--- config.mk ---
export PLATFORM = sky130hd
export DESIGN_NAME = risc_trace_monitor_flat
export DESIGN_NICKNAME = d
export VERILOG_FILES = /design/src/rtl/risc_trace_monitor_pkg.sv /design/src/rtl/risc_trace_monitor_if.sv /design/src/rtl/risc_trace_monitor_fifo.sv /design/src/rtl/risc_trace_monitor.sv /design/src/flat_wrapper.sv
export SDC_FILE = /design/constraint.sdc
export NUM_CORES = 2
export LEC_CHECK = 0
export BUFFER_PORTS_ARGS = -buffer_cell sky130_fd_sc_hd__buf_4
export CAP_MARGIN = 20
export CORE_ASPECT_RATIO = 1.25
export CORE_MARGIN = 1
export CORE_UTILIZATION = 58
export DETAILED_ROUTE_END_ITERATION = 12
export HOLD_SLACK_MARGIN = 0.1
export MAX_ROUTING_LAYER = met4
export PLACE_DENSITY = 0.77
export SLEW_MARGIN = 10
export SYNTH_ARGS = -nofsm -noshare
export SYNTH_HDL_FRONTEND = slang
export SYNTH_SLANG_ARGS = --single-unit
--- constraint.sdc ---
create_clock -name clk -period 16.3 [get_ports clk]
set_input_delay 3.26 -clock clk [delete_from_list [all_inputs] [get_ports clk]]
set_output_delay 3.26 -clock clk [all_outputs]
set_load 0.1 [all_outputs]
--- src/rtl/risc_trace_monitor_pkg.sv ---
// Shared types for the commit-trace monitor: record layout, session states, width helper.
package trace_pkg;
  localparam int XLEN = 32;

  typedef struct packed {
    logic [XLEN-1:0] pc;
    logic [XLEN-1:0] instr;
    logic [XLEN-1:0] alu_result;
    logic [XLEN-1:0] read_data_m;
    logic            mem_read;
    logic            mem_write;
  } trace_rec_t;

  typedef enum logic [1:0] {
    IDLE    = 2'd0,
    ARMED   = 2'd1,
    CAPTURE = 2'd2,
    FROZEN  = 2'd3
  } trace_state_e;

  function automatic int rec_w(int xlen);
    return 4 * xlen + 2;
  endfunction

  localparam int REC_W = rec_w(XLEN);
endpackage

--- src/rtl/risc_trace_monitor_if.sv ---
// Core commit bus plus valid/ready readout port of the trace monitor.
interface risc_trace_monitor_if #(parameter int XLEN = 32) ();
  logic              stall_in;
  logic [XLEN-1:0]   pc_in;
  logic [XLEN-1:0]   instr_in;
  logic [XLEN-1:0]   alu_result_in;
  logic [XLEN-1:0]   read_data_m_in;
  logic              mem_read_in;
  logic              mem_write_in;
  logic              rd_valid;
  logic              rd_ready;
  logic [4*XLEN+1:0] rd_data;

  modport mon (
    input  stall_in, pc_in, instr_in, alu_result_in, read_data_m_in,
           mem_read_in, mem_write_in, rd_ready,
    output rd_valid, rd_data
  );

  modport host (
    output stall_in, pc_in, instr_in, alu_result_in, read_data_m_in,
           mem_read_in, mem_write_in, rd_ready,
    input  rd_valid, rd_data
  );
endinterface

--- src/rtl/risc_trace_monitor_fifo.sv ---
// Synchronous trace FIFO; on overwrite_i a push into a full FIFO discards the oldest entry.
module trace_fifo #(
  parameter int W     = 130,
  parameter int DEPTH = 16
) (
  input  logic                     clk,
  input  logic                     rst_n,
  input  logic                     clr_i,
  input  logic                     push_i,
  input  logic                     pop_i,
  input  logic                     overwrite_i,
  input  logic [W-1:0]             din_i,
  output logic [W-1:0]             dout_o,
  output logic                     full_o,
  output logic                     empty_o,
  output logic [$clog2(DEPTH):0]   level_o
);
  localparam int AW = $clog2(DEPTH);

  logic [W-1:0]  mem_q [DEPTH];
  logic [AW-1:0] wptr_q, rptr_q;
  logic [AW:0]   level_q;
  logic          do_pop, wr, drop_old, adv_r;

  assign full_o   = (level_q == (AW+1)'(DEPTH));
  assign empty_o  = (level_q == '0);
  assign level_o  = level_q;
  assign do_pop   = pop_i && !empty_o;
  assign wr       = push_i && (!full_o || do_pop || overwrite_i);
  assign drop_old = push_i && full_o && !do_pop && overwrite_i;
  assign adv_r    = do_pop || drop_old;
  // Gate with empty so the head reads zero out of reset and between sessions.
  assign dout_o   = empty_o ? '0 : mem_q[rptr_q];

  always_ff @(posedge clk or negedge rst_n) begin
    if (!rst_n) begin
      wptr_q  <= '0;
      rptr_q  <= '0;
      level_q <= '0;
    end else if (clr_i) begin
      wptr_q  <= '0;
      rptr_q  <= '0;
      level_q <= '0;
    end else begin
      if (wr)    wptr_q <= wptr_q + AW'(1);
      if (adv_r) rptr_q <= rptr_q + AW'(1);
      case ({wr, adv_r})
        2'b10:   level_q <= level_q + (AW+1)'(1);
        2'b01:   level_q <= level_q - (AW+1)'(1);
        default: level_q <= level_q;
      endcase
    end
  end

  always_ff @(posedge clk) begin
    if (wr && !clr_i) mem_q[wptr_q] <= din_i;
  end
endmodule

--- src/rtl/risc_trace_monitor.sv ---
// Commit-trace monitor: session FSM, PC trigger and saturating event counters around trace_fifo.
module risc_trace_monitor
  import trace_pkg::*;
#(
  parameter int XLEN  = 32,
  parameter int DEPTH = 16,
  parameter int CNT_W = 32
) (
  input  logic                   clk,
  input  logic                   RST_n,
  input  logic                   arm,
  input  logic                   stop,
  input  logic                   trig_en,
  input  logic [XLEN-1:0]        trig_pc,
  input  logic                   wrap_mode,
  risc_trace_monitor_if.mon      bus,
  output logic [$clog2(DEPTH):0] level,
  output logic [1:0]             state_o,
  output logic [CNT_W-1:0]       commit_cnt,
  output logic [CNT_W-1:0]       stall_cnt,
  output logic [CNT_W-1:0]       drop_cnt
);
  localparam int RW = rec_w(XLEN);
  localparam int LW = $clog2(DEPTH) + 1;

  trace_state_e   state_q;
  logic [CNT_W-1:0] commit_cnt_q, stall_cnt_q, drop_cnt_q;
  logic [RW-1:0]  rec;
  logic           commit, hit, push, in_cap, do_pop, drop, freeze_full;
  logic           f_full, f_empty;

  function automatic logic [CNT_W-1:0] sat_inc(logic [CNT_W-1:0] v);
    return (&v) ? v : v + CNT_W'(1);
  endfunction

  assign commit = !bus.stall_in;
  assign hit    = (bus.pc_in == trig_pc);
  assign rec    = {bus.pc_in, bus.instr_in, bus.alu_result_in, bus.read_data_m_in,
                   bus.mem_read_in, bus.mem_write_in};
  assign push   = !arm && !stop && commit &&
                  ((state_q == CAPTURE) || ((state_q == ARMED) && hit));
  assign in_cap = (state_q == CAPTURE) && !arm && !stop;
  assign do_pop = !f_empty && bus.rd_ready;
  assign drop   = push && f_full && !do_pop;
  // Stop-on-full: freeze once a push leaves the FIFO full (or is refused because it is full).
  assign freeze_full = push && !wrap_mode &&
                       (f_full || ((level == LW'(DEPTH - 1)) && !do_pop));

  trace_fifo #(.W(RW), .DEPTH(DEPTH)) u_fifo (
    .clk        (clk),
    .rst_n      (RST_n),
    .clr_i      (arm),
    .push_i     (push),
    .pop_i      (bus.rd_ready),
    .overwrite_i(wrap_mode),
    .din_i      (rec),
    .dout_o     (bus.rd_data),
    .full_o     (f_full),
    .empty_o    (f_empty),
    .level_o    (level)
  );

  always_ff @(posedge clk or negedge RST_n) begin
    if (!RST_n) begin
      state_q      <= IDLE;
      commit_cnt_q <= '0;
      stall_cnt_q  <= '0;
      drop_cnt_q   <= '0;
    end else if (arm) begin
      state_q      <= trig_en ? ARMED : CAPTURE;
      commit_cnt_q <= '0;
      stall_cnt_q  <= '0;
      drop_cnt_q   <= '0;
    end else begin
      case (state_q)
        ARMED:   if (stop) state_q <= FROZEN;
                 else if (commit && hit) state_q <= CAPTURE;
        CAPTURE: if (stop || freeze_full) state_q <= FROZEN;
        default: state_q <= state_q;
      endcase
      if (in_cap) begin
        if (commit) commit_cnt_q <= sat_inc(commit_cnt_q);
        else        stall_cnt_q  <= sat_inc(stall_cnt_q);
        if (drop)   drop_cnt_q   <= sat_inc(drop_cnt_q);
      end
    end
  end

  assign bus.rd_valid = !f_empty;
  assign state_o      = state_q;
  assign commit_cnt   = commit_cnt_q;
  assign stall_cnt    = stall_cnt_q;
  assign drop_cnt     = drop_cnt_q;
endmodule

--- src/flat_wrapper.sv ---
// flat-port wrapper written by rule: the top's interface ports become plain ports
module risc_trace_monitor_flat import trace_pkg::*;
#(
  parameter int XLEN  = 32,
  parameter int DEPTH = 16,
  parameter int CNT_W = 32
)
  (clk, RST_n, arm, stop, trig_en, trig_pc, wrap_mode, level, state_o, commit_cnt, stall_cnt, drop_cnt, bus_stall_in, bus_pc_in, bus_instr_in, bus_alu_result_in, bus_read_data_m_in, bus_mem_read_in, bus_mem_write_in, bus_rd_ready, bus_rd_valid, bus_rd_data);
  risc_trace_monitor_if #(.XLEN(XLEN)) bus_i ();
  input  logic clk;
  input  logic RST_n;
  input  logic arm;
  input  logic stop;
  input  logic trig_en;
  input  logic [XLEN-1:0] trig_pc;
  input  logic wrap_mode;
  output logic [$clog2(DEPTH):0] level;
  output logic [1:0] state_o;
  output logic [CNT_W-1:0] commit_cnt;
  output logic [CNT_W-1:0] stall_cnt;
  output logic [CNT_W-1:0] drop_cnt;
  input wire logic [$bits(bus_i.stall_in)-1:0] bus_stall_in;
  input wire logic [$bits(bus_i.pc_in)-1:0] bus_pc_in;
  input wire logic [$bits(bus_i.instr_in)-1:0] bus_instr_in;
  input wire logic [$bits(bus_i.alu_result_in)-1:0] bus_alu_result_in;
  input wire logic [$bits(bus_i.read_data_m_in)-1:0] bus_read_data_m_in;
  input wire logic [$bits(bus_i.mem_read_in)-1:0] bus_mem_read_in;
  input wire logic [$bits(bus_i.mem_write_in)-1:0] bus_mem_write_in;
  input wire logic [$bits(bus_i.rd_ready)-1:0] bus_rd_ready;
  output wire logic [$bits(bus_i.rd_valid)-1:0] bus_rd_valid;
  output wire logic [$bits(bus_i.rd_data)-1:0] bus_rd_data;
  assign bus_i.stall_in = bus_stall_in;
  assign bus_i.pc_in = bus_pc_in;
  assign bus_i.instr_in = bus_instr_in;
  assign bus_i.alu_result_in = bus_alu_result_in;
  assign bus_i.read_data_m_in = bus_read_data_m_in;
  assign bus_i.mem_read_in = bus_mem_read_in;
  assign bus_i.mem_write_in = bus_mem_write_in;
  assign bus_i.rd_ready = bus_rd_ready;
  assign bus_rd_valid = bus_i.rd_valid;
  assign bus_rd_data = bus_i.rd_data;
  risc_trace_monitor #(.XLEN(XLEN), .DEPTH(DEPTH), .CNT_W(CNT_W)) u_core (.clk(clk), .RST_n(RST_n), .arm(arm), .stop(stop), .trig_en(trig_en), .trig_pc(trig_pc), .wrap_mode(wrap_mode), .bus(bus_i), .level(level), .state_o(state_o), .commit_cnt(commit_cnt), .stall_cnt(stall_cnt), .drop_cnt(drop_cnt));
endmodule
==> flow_summary.rst <==
.. list-table::
   :header-rows: 1

   * - Metric
     - Value
   * - Run status
     - completed
   * - CTS root buffer
     - clkbuf_16
   * - Largest cells by area after synthesis
     - edfxtp_1 (74%), mux4_2 (17%), dfrtp_1 (3.3%), and2_1 (1.0%), xor2_1 (0.73%)
   * - PD cells
     - ~170 mW/mm^2
   * - Seq cells post-synth
     - approximately 2200
   * - CP Launch Type
     - register
   * - Global-route wire length before repair
     - about 300000 microns
   * - Maximum ir drop on the vdd rail
     - between 300 and 400 uV
   * - Number of nets with antenna violations after routing
     - 0
   * - Horizontal extent of the die
     - about 340 microns
   * - Layout-stage area growth over the synthesis result
     - 14.0%
   * - Combined area of all synthesized cells
     - 0.0849 sq mm
   * - Final critical path time including I/O delays and setup
     - between 8 and 9 ns
   * - Final hold vios
     - 0
   * - Headroom to the max-slew limit
     - between 20% and 30%
   * - Max-slew violation count
     - 0
   * - Vertical die dimension
     - 430 microns
   * - Synth Net Count
     - approximately 4000
   * - Placer Congestion
     - roughly 0.85
   * - Total area of sequential cells
     - 0.0653 sq mm
   * - Cts-stage hold buffer count
     - 0
   * - Worst flop-to-flop path startpoint
     - u_core.state_o[0]$_DFFE_PN0P_
   * - Crit-path slowest cell
     - dfrtp_4
   * - Yosys warns
     - 0
   * - Hold Path Origin
     - u_core.drop_cnt[26]$_DFFE_PN0P_
   * - WL/cell
     - 32.8 microns
   * - Reg-to-reg slack, setup
     - between 10 and 15 ns
   * - Unique masters post-synth
     - between 50 and 60
   * - # resized after CTS
     - 0
   * - Number of global-route vias before repair
     - between 40000 and 50000
   * - CP Capture Type
     - output port
   * - Mean area per synthesized cell
     - ~23 sq um
   * - Sink of the worst hold path
     - u_core.drop_cnt[26]$_DFFE_PN0P_
   * - Setup Total Neg Slack
     - 0 ns
   * - Data required time at the worst endpoint
     - ~13 ns
   * - Number of buffers on the longest clock path
     - 3
   * - Layout cells sized above 1
     - roughly 33%
   * - Setup Fix Bufs, Post-CTS
     - 0
   * - Largest net degree at the start of global routing
     - between 150 and 200
   * - Number of max-cap violations
     - 0
   * - Placement Rows
     - between 150 and 200
   * - IO buf count
     - between 400 and 500
   * - Clock latency on the worst-skew pair
     - about 0.83 ns
   * - Via-per-instance ratio
     - about 6.6
   * - Top flip-flop cell by instance count after synthesis
     - edfxtp_1
   * - Synthesized netlist cell count
     - around 3700
   * - Total clock buffers created by CTS
     - 197
   * - Overall global routing resource usage
     - 29.1%
   * - Worst Reg2Reg Path Length in Cells
     - 9
   * - Layout Nets
     - approximately 4400
   * - Final Routed Wirelength
     - 206000 microns
   * - CTS sink cnt
     - approximately 2200
   * - Estimated wirelength of the detail-placed design
     - between 100000 and 150000 microns
   * - Number of optimization iterations in the first detailed-route pass
     - 5
   * - Share of synthesized registers carrying an async set or reset
     - about 5.1%
   * - Multi-input gate area
     - around 0.019 sq mm
   * - Library cell with the largest summed area after synthesis
     - edfxtp_1
   * - Worst r2r dst
     - u_core.u_fifo.mem_q[8][18]$_DFFE_PP_
   * - DRC marker count from the first detailed-route iteration
     - roughly 4400
   * - Worst setup skew after layout
     - 0.0251 ns
   * - Initial cell density of the core
     - between 50% and 60%
   * - Critical path cell sequence
     - buf_12 > buf_4 > mux4_2 > mux4_2 > and2_1 > buf_4
   * - Crit path max-delay family
     - buffers and inverters
   * - Total of endpoints with negative setup slack in the final report
     - 0
   * - Sequential fraction of the synthesis area
     - around 77%
   * - Leak
     - ~31 nW
   * - H-tree level count
     - 4
   * - Number of fill cells
     - 8810
   * - Worst Hold Depth
     - 2
   * - Core outline area
     - between 0.1 and 0.15 sq mm
   * - Die Outline Area
     - about 0.15 sq mm
   * - Setup repair after global routing missed its margin
     - false
   * - Clock-pin slew reported for the worst setup and hold paths after clock tree synthesis
     - 0.06 ns
   * - Arrival time at the worst endpoint
     - around 5.2 ns
   * - Worst hold path class
     - reg -> reg
   * - Top Ports
     - approximately 400
   * - Overflow left after global routing
     - 0
   * - Initial antenna violation count
     - 23
   * - Stage delay of the slowest cell on the critical path
     - 1.00 ns
   * - Number of remaining DRC errors
     - 0
   * - Vias
     - 41450
   * - Share of the synthesized area in the top cell type
     - 73.5%
   * - Peak fanout along the critical path
     - 100
   * - CTS tree
     - yes
   * - Number of synthesized flops with an enable pin
     - 2080
   * - Worst path bufs/invs
     - 3
   * - Utilization after layout
     - between 60% and 70%
   * - Share of the clock period used by the worst path
     - slightly above 50%
   * - Max Clock Freq
     - roughly 120 MHz
   * - Kind of critical path
     - reg -> out
   * - Slew @ Worst Pin
     - roughly 1.2 ns
==> cell usage in the layout (no fill, tap or decap), types with 5 or more instances in the layout <==
cell type,count
clkinv_2,38
clkinv_1,36
nand2_1,38
nor3_1,12
and2_4,7
xnor2_1,40
inv_6,5
bufinv_16,26
and3_1,21
mux4_2,650
nor2b_1,8
diode_2,18
nand2b_1,5
buf_4,459
mux2i_1,6
nand4_1,33
and2_1,135
xor2_1,71
and4_1,16
or3_1,18
a21oi_1,23
clkbuf_1,39
o21a_1,5
clkbuf_16,203
ha_1,11
clkinvlp_4,8
dfrtp_1,107
nor2_1,97
nor4_1,9
edfxtp_1,2080
o21ai_0,25
buf_12,6
inv_1,16
nand3_1,42
==> synthesized netlist by cell type, drive strengths merged (2+ instances only) <==
cell    count
edfxtp   2080
mux4      650
and2      142
clkbuf    138
dfrtp     111
nor2       98
xor2       71
buf        46
nand3      42
xnor2      40
nand2      38
nand4      33
o21ai      26
and3       25
a21oi      23
and4       19
or3        18
inv        17
nor3       13
nor4       12
ha         11
nor2b       8
mux2i       6
nand2b      6
o21a        5
or4         5
a21o        4
nor3b       4
a211oi      3
o31ai       3
a31oi       2
mux2        2
o211ai      2
o41ai       2
==> per-layer routing <==
metal,global-route usage [%],share of wire [%],vias to the layer above
li1,-,-,16604
met1,37.7,37,22130
met2,46.7,51,2387
met3,5.89,9.1,329
met4,9.50,2.9,0
met5,-,0,-
==> state kept, by name, indices dropped and copies added, names as in the netlist <==
signal,count
u_core.state_o,2
u_core.u_fifo.rptr_q,4
u_core.u_fifo.mem_q,2080
u_core.u_fifo.level_o,5
u_core.stall_cnt,32
u_core.u_fifo.wptr_q,4
u_core.drop_cnt,32
u_core.commit_cnt,32
==> worst min-delay path: cells and delay by family, from the launching register on <==
kind / cells / cell delay (ns)
xor gates and xnor gates: 1 / 0.08
and+or+nand+nor: 1 / 0.08
DFF: 1 / 0.38
==> final cells by class <==
cell class	count	share of cell area, %
clock buffers	242	5.40
flip-flops and latches	2191	67.4
clock inverters	117	1.29
inverters	17	0.0659
diodes	18	0.0465
multi-input cells	1323	19.7
well taps	1896	2.45
repair buffers	465	3.68
==> metrics by stage <==
step	setup slack [ns]	cells	cell area, sq um	power (mW)	hold WS, ns
after global routing	7.42	6269	96800	16.5	0.597
after floorplan	3.88	3715	84900	10.3	0.499
after CTS	7.67	6250	96700	16.2	0.576
final	7.83	6269	96800	16.1	0.571
after global placement	7.68	5891	90300	11.5	0.545
after detailed placement	7.55	5891	90300	11.5	0.560
==> worst max-delay path by stage <==
stage                                        startpoint                                     to  slack [ns]  cells past startpoint
detailed placement                        bus_pc_in[23]  u_core.u_fifo.mem_q[11][37]$_DFFE_PP_        7.55                     10
global placement                          bus_pc_in[23]   u_core.u_fifo.mem_q[8][17]$_DFFE_PP_        7.68                     10
floorplan                                   trig_pc[27]    u_core.u_fifo.mem_q[3][0]$_DFFE_PP_        3.88                      6
CTS                 u_core.u_fifo.rptr_q[0]$_DFFE_PN0P_                        bus_rd_data[97]        7.67                      6
finish              u_core.u_fifo.rptr_q[0]$_DFFE_PN0P_                        bus_rd_data[97]        7.83                      6
global route        u_core.u_fifo.rptr_q[0]$_DFFE_PN0P_                        bus_rd_data[97]        7.42                      6
==> cell families after synthesis <==
logic type	Yosys count	share of synthesized area (%)
flip-flops	2191	76.8
adder cells (fa/ha/maj)	12	0.186
AND/OR/NAND/NOR	464	3.05
multiplexers	658	17.3
AO/OA/AOI/OAI	78	0.595
buffers and inverters	201	0.893
XOR/XNOR	111	1.14
==> power breakdown <==
part	switching (mW)	leakage [nW]	internal, mW
Clock	2.01	3.16	2.68
Sequential	0.0641	20.2	6.18
Combinational	3.61	7.30	1.56
Power figures use the tool's default switching activity.
